==> src/rtl/in_service_control.sv <==
// 8259-style in-service register, INTA sequencer and priority rotation.
// Define PIC_AUTO_EOI_EN to let the ISR bit clear itself at the end of the acknowledge.
module in_service_control (
    input  logic       clock,
    input  logic       reset,
    input  logic [7:0] interrupt,
    input  logic       interrupt_acknowledge,
    input  logic [4:0] vector_base,
    input  logic       eoi_nonspecific,
    input  logic       eoi_specific,
    input  logic [2:0] eoi_level,
    input  logic       rotate_on_eoi,
    input  logic       set_priority,
    input  logic       auto_eoi_config,
    input  logic       auto_rotate_config,
    output logic [7:0] in_service_register,
    output logic [7:0] highest_level_in_service,
    output logic [2:0] priority_rotate,
    output logic [7:0] clear_interrupt_request,
    output logic       interrupt_to_cpu,
    output logic [7:0] interrupt_vector,
    output logic       vector_valid
);

    typedef enum logic [1:0] {IDLE, ACK1, ACK2} state_t;

    state_t     state, state_next;
    logic [2:0] level, level_next;
    logic       spurious, spurious_next;
    logic [7:0] isr_next, set_mask, clr_mask;
    logic [2:0] rotate_next, eoi_lvl, scan;
    logic       eoi_rot_en, aeoi_rot, found;
    logic [7:0] clear_next, vector_next;
    logic       int_next, valid_next;

`ifndef PIC_AUTO_EOI_EN
    logic unused_auto_cfg;
    assign unused_auto_cfg = auto_eoi_config ^ auto_rotate_config;
`endif

    function automatic logic [2:0] encode(input logic [7:0] onehot);
        logic [2:0] idx;
        idx = '0;
        for (int i = 0; i < 8; i++) begin
            if (onehot[i]) idx = idx | 3'(i);
        end
        return idx;
    endfunction

    // Scan from (rotate+1) round to rotate; first set ISR bit is the highest in service.
    always_comb begin
        highest_level_in_service = '0;
        found = 1'b0;
        scan  = '0;
        for (int i = 1; i <= 8; i++) begin
            scan = priority_rotate + 3'(i);
            if (!found && in_service_register[scan]) begin
                highest_level_in_service[scan] = 1'b1;
                found = 1'b1;
            end
        end
    end

    always_comb begin
        state_next    = state;
        level_next    = level;
        spurious_next = spurious;
        set_mask      = '0;
        clr_mask      = '0;
        aeoi_rot      = 1'b0;
        eoi_rot_en    = 1'b0;
        eoi_lvl       = '0;
        clear_next    = '0;
        int_next      = interrupt_to_cpu;
        vector_next   = interrupt_vector;
        valid_next    = 1'b0;

        case (state)
            IDLE: begin
                int_next = |interrupt;
                if (interrupt_acknowledge) begin
                    state_next = ACK1;
                    int_next   = 1'b0;
                    if (|interrupt) begin
                        level_next    = encode(interrupt);
                        spurious_next = 1'b0;
                        set_mask      = interrupt;
                        clear_next    = interrupt;
                    end else begin
                        level_next    = 3'd7;
                        spurious_next = 1'b1;
                    end
                end
            end
            ACK1: begin
                if (interrupt_acknowledge) begin
                    vector_next = {vector_base, level};
                    valid_next  = 1'b1;
                    state_next  = ACK2;
                end
            end
            ACK2: begin
                state_next = IDLE;
`ifdef PIC_AUTO_EOI_EN
                if (auto_eoi_config && !spurious) begin
                    clr_mask[level] = 1'b1;
                    aeoi_rot        = auto_rotate_config;
                end
`endif
            end
            default: state_next = IDLE;
        endcase

        // A non-specific EOI with nothing in service leaves everything untouched.
        if (eoi_nonspecific) begin
            if (|highest_level_in_service) begin
                clr_mask   = clr_mask | highest_level_in_service;
                eoi_lvl    = encode(highest_level_in_service);
                eoi_rot_en = rotate_on_eoi;
            end
        end else if (eoi_specific) begin
            clr_mask[eoi_level] = 1'b1;
            eoi_lvl    = eoi_level;
            eoi_rot_en = rotate_on_eoi;
        end

        // Set is ORed in after clearing so a same-bit set survives.
        isr_next = (in_service_register & ~clr_mask) | set_mask;

        if (set_priority)    rotate_next = eoi_level;
        else if (eoi_rot_en) rotate_next = eoi_lvl;
        else if (aeoi_rot)   rotate_next = level;
        else                 rotate_next = priority_rotate;
    end

    always_ff @(posedge clock or posedge reset) begin
        if (reset) begin
            state                   <= IDLE;
            level                   <= '0;
            spurious                <= 1'b0;
            in_service_register     <= '0;
            priority_rotate         <= 3'b111;
            clear_interrupt_request <= '0;
            interrupt_to_cpu        <= 1'b0;
            interrupt_vector        <= '0;
            vector_valid            <= 1'b0;
        end else begin
            state                   <= state_next;
            level                   <= level_next;
            spurious                <= spurious_next;
            in_service_register     <= isr_next;
            priority_rotate         <= rotate_next;
            clear_interrupt_request <= clear_next;
            interrupt_to_cpu        <= int_next;
            interrupt_vector        <= vector_next;
            vector_valid            <= valid_next;
        end
    end

endmodule

==> config.mk <==
export PLATFORM = sky130hd
export DESIGN_NAME = in_service_control
export DESIGN_NICKNAME = d
export VERILOG_FILES = /design/src/rtl/in_service_control.sv
export SDC_FILE = /design/constraint.sdc
export NUM_CORES = 1
export LEC_CHECK = 0
export CORE_MARGIN = 2
export CORE_UTILIZATION = 25
export CTS_BUF_LIST = sky130_fd_sc_hd__clkbuf_4 sky130_fd_sc_hd__clkbuf_8
export DETAILED_ROUTE_END_ITERATION = 6
export SKIP_CTS_REPAIR_TIMING = 1
export SLEW_MARGIN = 10
export SYNTH_ARGS = -nofsm -noshare
export SYNTH_HDL_FRONTEND = slang
export SYNTH_SLANG_ARGS = --single-unit
==> constraint.sdc <==
create_clock -name clock -period 7.01 [get_ports clock]
set_input_delay 1.402 -clock clock [delete_from_list [all_inputs] [get_ports clock]]
set_output_delay 1.402 -clock clock [all_outputs]
set_load 0.005 [all_outputs]
## Word level (Yosys, flattened, before mapping)

Index checks and enable logic that the tools add are counted.
W data, S select, Z words.

| cells by class | value |
|---|---|
| bitwise operators | 10 |
| add/subtract/negate cells | 7 |
| $lt $le $gt $ge | 18 |
| equal/unequal tests | 3 |
| multiplexer cells | 84 |
| reduce and logical (&&, ||, !) cells | 30 |

Operators with widths:

| operator | number |
|---|---|
| $mux W8 | 14 |
| $or A8 B8 Y8 | 8 |
| $mux W3 | 14 |
| $lt A3 B4 Y1 const B | 9 |
| $mux W1 | 32 |
| $demux W1 S3 | 9 |
| $ge A3 B1 Y1 const B | 9 |
| $bmux W1 S3 | 8 |
| $logic_and A1 B1 Y1 | 16 |
| $reduce_or A8 Y1 | 2 |
| $add A3 B3 Y3 const B | 4 |
| $mux W2 | 6 |
| $and A8 B8 Y8 | 1 |
| $not A8 Y8 | 1 |
| $logic_not A1 Y1 | 7 |
| $add A3 B2 Y3 const B | 2 |
| $reduce_and A2 Y1 | 3 |
| $ne A2 B2 Y1 const B | 2 |
| $pmux W2 S2 | 1 |
| $add A3 B1 Y3 const B | 1 |
| $eq A2 B1 Y1 const B | 1 |
| $logic_not A2 Y1 | 1 |
| $reduce_bool A2 Y1 | 1 |

| storage, ports and cells | value |
|---|---|
| bits in registers | 34 |
| input bits | 25 |
| output and inout bits | 37 |
| logic and storage cells | 160 |

## Longest topological paths before layout

| logic depth | value |
|---|---|
| word-level depth | 36 |
| depth in mapped cells | 13 |
| mapped depth without buffers | 11 |

## Worst setup path after synthesis

No wires, ideal clock.

| path | value |
|---|---|
| path type | reg2out |
| start point | register priority_rotate[0] |
| end point | output port highest_level_in_service[5] |
| arrival time | 2949 ps |
| slack | 2659 ps |
| path buffers | 1 |
| stages on the path, launching flop included | 10 |
| data required time | 5608 ps |
| path through | dfstp_2 -> buf_2 -> clkinv_1 -> ha_1 -> xnor2_2 -> mux4_2 -> o2111ai_2 -> o22ai_1 -> a211o_1 -> a31o_1 |

| on the way | value |
|---|---|
| longest elaborated chain between the ends | 25 |
| elaborated cells between the ends (all ways) | 99 |
| those cells by class | add/sub: 7; order compare: 16; mux: 47; bitwise: 7; reduce/logical: 22 |

Ends and longest elaborated chain:

| what | RTL line | source |
|---|---|---|
| start: declaration | 18 | `output logic [2:0] priority_rotate,` |
| start signal: assignment | 152 | `priority_rotate <= rotate_next;` |
| parallel branches: the longest is 24 deep, another holds $lt A3 B4 Y1 | -- |  |
| $mux W8 (*) | 57 | `if (!found && in_service_register[scan]) begin` |
| end: declaration | 17 | `output logic [7:0] highest_level_in_service,` |

Every way passes the cells marked *. The select of a mux whose other input is x is not followed.

## Worst setup path after layout

| path | value |
|---|---|
| start point | register priority_rotate[1] |
| end point | output port highest_level_in_service[0] |

Same word-level chain as after synthesis.

==> summary.txt <==
Finish
  • Share of layout cells above drive strength 1: 15.8%
  • Area of the multi-input gates: about 0.0019 mm2
  • ANT cells: 0
  • Area grow syn2layout: 24.6%
  • Nets: around 400
  • FF+latch area: between 800 and 900 um2
  • Fillers: 1224

Route
  • Number of routed nets with antenna violations: 0
  • Drt drc: 0
  • Total Wirelength: just over 9000 um
  • WL per Instance: around 18 um
  • Detailed Route Iter0 Violations: 329
  • Vias per Instance: around 5.6
  • Via count: between 2k and 3k
  • Pre-antenna DRT Iters: 5

Synthesis
  • Synth cell types: between 60 and 70
  • Post-synth ARST share: 100%
  • #FFs+latches synth: 34
  • Main synth FF type: dfrtp_1
  • Seq/Total Area, Yosys: roughly 29%
  • Gate Count Post-Synth: roughly 320
  • Ys Warns: 0
  • Cell Area, Synth: roughly 0.0030 mm2
  • Post-synth EDFFs: 0
  • Avg Cell Area, Syn: 9.45 um2
  • Most frequent cell after synthesis: nand2_1
  • Synth top area share: 26.1%
  • Largest cells by area after synthesis: dfrtp_1 26%, nand2_1 8.1%, mux2i_1 4.7%
  • Syn Nets: around 350
  • Leading area contributor after synthesis: dfrtp_1
  • Most frequent cells after synthesis: 64 x nand2_1, 31 x dfrtp_1, 14 x mux2i_1, 14 x nor2_1, 11 x nand3_1

Job
  • Max cap viols: 0

Die
  • Rows: 39
  • Die width: ~110 um
  • IO Pins: 62
  • Initial Util: about a quarter
  • Vert. Die Dim: 113 um
  • Core Box Area: between 0.01 and 0.015 mm2
  • Die area: about 0.013 mm2

Global route
  • Vias in the first global route: 2750
  • Initial antenna violation count: 0
  • GRT Overall Usage: about 14%
  • Largest net degree at the start of global routing: slightly above 40
  • First-pass GRT wire length: around 15000 um
  • Gr ovfl total: 0

Timing
  • Fin crit period: around 5700 ps
  • FMAX: between 150 and 200 MHz
  • RSZ-0062 raised after global routing: no
  • Slew of the pin with the lowest slew margin: between 800 and 900 ps
  • Fin Clk Skew: around 6.0 ps
  • Final Max Tran Viols: 0
  • Finish-stage setup viols: 0
  • Post-route setup TNS: 0 ps
  • Max_slew headroom: ~41%
  • Period utilization: 80.7%
  • Number of failing hold endpoints at the final stage: 0
  • Final setup margin: about 1400 ps

Place
  • Dpl ws: approximately 1700 ps
  • IO Port Bufs: between 50 and 60
  • DP HPWL: 6540 um
  • Global placement routability congestion: ~0.96

Critical path
  • Critical Path Source Type: register
  • Crit path max fanout: 25
  • Crit path arrival time: roughly 4300 ps
  • Worst-path cell chain: inv_1 > ha_1 > mux4_2 > o2111ai_2 > nor3_1 > a21oi_1 > o21ai_0 > clkdlybuf4s50_1
  • CP required: roughly 5600 ps
  • Critical Path End Type: output pin
  • WS Path Type: reg -> out
  • Worst path max stage delay: 910 ps
  • Slowest CP cell: ha_1

Power
  • Pwr dens: about 630 mW/mm2
  • Leakage: between 1 and 1.5 nW
  • Peak supply drop: 0.258 mV

Outcome
  • Status: finished clean

Clock tree
  • Worst skew pair latency: roughly 280 ps
  • CTS tree: yes
  • Clk buf depth: 2
  • Root Buffer: clkbuf_8
  • CTS H-tree lvls: 2
  • CTS Sinks: 34
  • Num CTS Buffers: 5
  • CTS clk-pin slew, worst paths: approximately 80 ps

Min path
  • Min-Delay Path Class: reg -> reg
[per-stage QoR]
stage | hold slack, ps | cell area (um2) | total power [mW] | util (%) | cells
finish | 475 | 3710 | 2.34 | 32.2 | 509
global route | 508 | 3710 | 2.47 | 32.2 | 509
CTS | 480 | 3700 | 2.31 | 32.2 | 509
detailed placement | 461 | 3590 | 2.11 | 31.2 | 501
global placement | 460 | 3590 | 2.10 | 31.2 | 501
floorplan | 439 | 2980 | 1.61 | - | 315
[final timing paths]
check / start / to / slack [ps] / cells past startpoint
max reg2reg: priority_rotate[0] / priority_rotate[1] / 2280 / 11
min reg2reg: interrupt_vector[0] / interrupt_vector[0] / 480 / 2
min in group asynchronous: reset / clear_interrupt_request[0] / 1500 / 3
max in group asynchronous: reset / priority_rotate[0] / 5170 / 3
min: interrupt_vector[0] / interrupt_vector[0] / 480 / 2
max: priority_rotate[1] / highest_level_in_service[0] / 1350 / 8
[area by class of cell]
type,instances,area share [%]
multi-input cells,251,51.4
inverters,11,1.11
clock inverters,3,1.21
flip-flops and latches,34,23.0
clock buffers,5,1.86
well taps,143,4.82
repair buffers,62,16.5
[worst max-delay path, delay by kind of cell (launching register included)]
| kind | cells | cell delay [ps] |
|---|---|---|
| AO/OA/AOI/OAI | 3 | 760 |
| adder cells (fa/ha/maj) | 1 | 910 |
| buffers and inverters | 2 | 810 |
| flip-flops | 1 | 660 |
| multiplexers | 1 | 500 |
| AND/OR/NAND/NOR | 1 | 310 |
[power breakdown]
group / total, mW / switching (mW) / internal (mW)
registers: 0.409 / 0.130 / 0.278
clock network: 0.182 / 0.0763 / 0.106
logic: 1.75 / 0.943 / 0.803
total: 2.34 / 1.15 / 1.19
[placed cells by master, fill, tap and decap left out, drive strengths merged, types with 2 or more instances in the layout]
cell type	n
nand2	64
clkdlybuf4s50	59
dfrtp	31
nor2	15
mux2i	15
mux2	14
nand3	12
mux4	11
a21oi	10
inv	9
and2	9
o32ai	8
a31oi	8
o21ai	8
a31o	8
ha	6
nor3	5
o22ai	5
nand4	5
clkbuf	5
nor2b	4
a22oi	4
nor4	4
a32oi	4
or4	4
buf	3
dfstp	3
xnor2	3
nor3b	3
clkinv	2
clkinvlp	2
o311ai	2
o31ai	2
a211o	2
[sequential cells by signal, indices dropped and copies added (netlist names)]
signal,flops
state,2
in_service_register,8
clear_interrupt_request,8
interrupt_to_cpu,1
level,3
vector_valid,1
interrupt_vector,8
priority_rotate,3
[per-layer routing]
layer  wire length (um)  global-route usage [%]  part of all wire (%)  up-vias
met5                  0                       0                     0        -
met4                197                    4.07                   2.2        0
li1                   -                       -                     -     1282
met2               4110                    21.9                    45      160
met1               4030                    20.3                    44     1370
met3                738                    1.98                   8.1       19
[logic make-up (layout without fill, tap and decap cells)]
group                    after synthesis  after routing  share of synthesized area, %
adder cells (fa/ha/maj)                6              6                          2.52
multiplexers                          40             40                          20.2
AND/OR/NAND/NOR                      132            132                          21.7
AO/OA/AOI/OAI                         69             69                          17.7
buffers and inverters                 30             81                          7.36
XOR/XNOR                               4              4                          1.68
flip-flops                            34             34                          28.7
No activity file was read; power rests on OpenSTA's default activity.
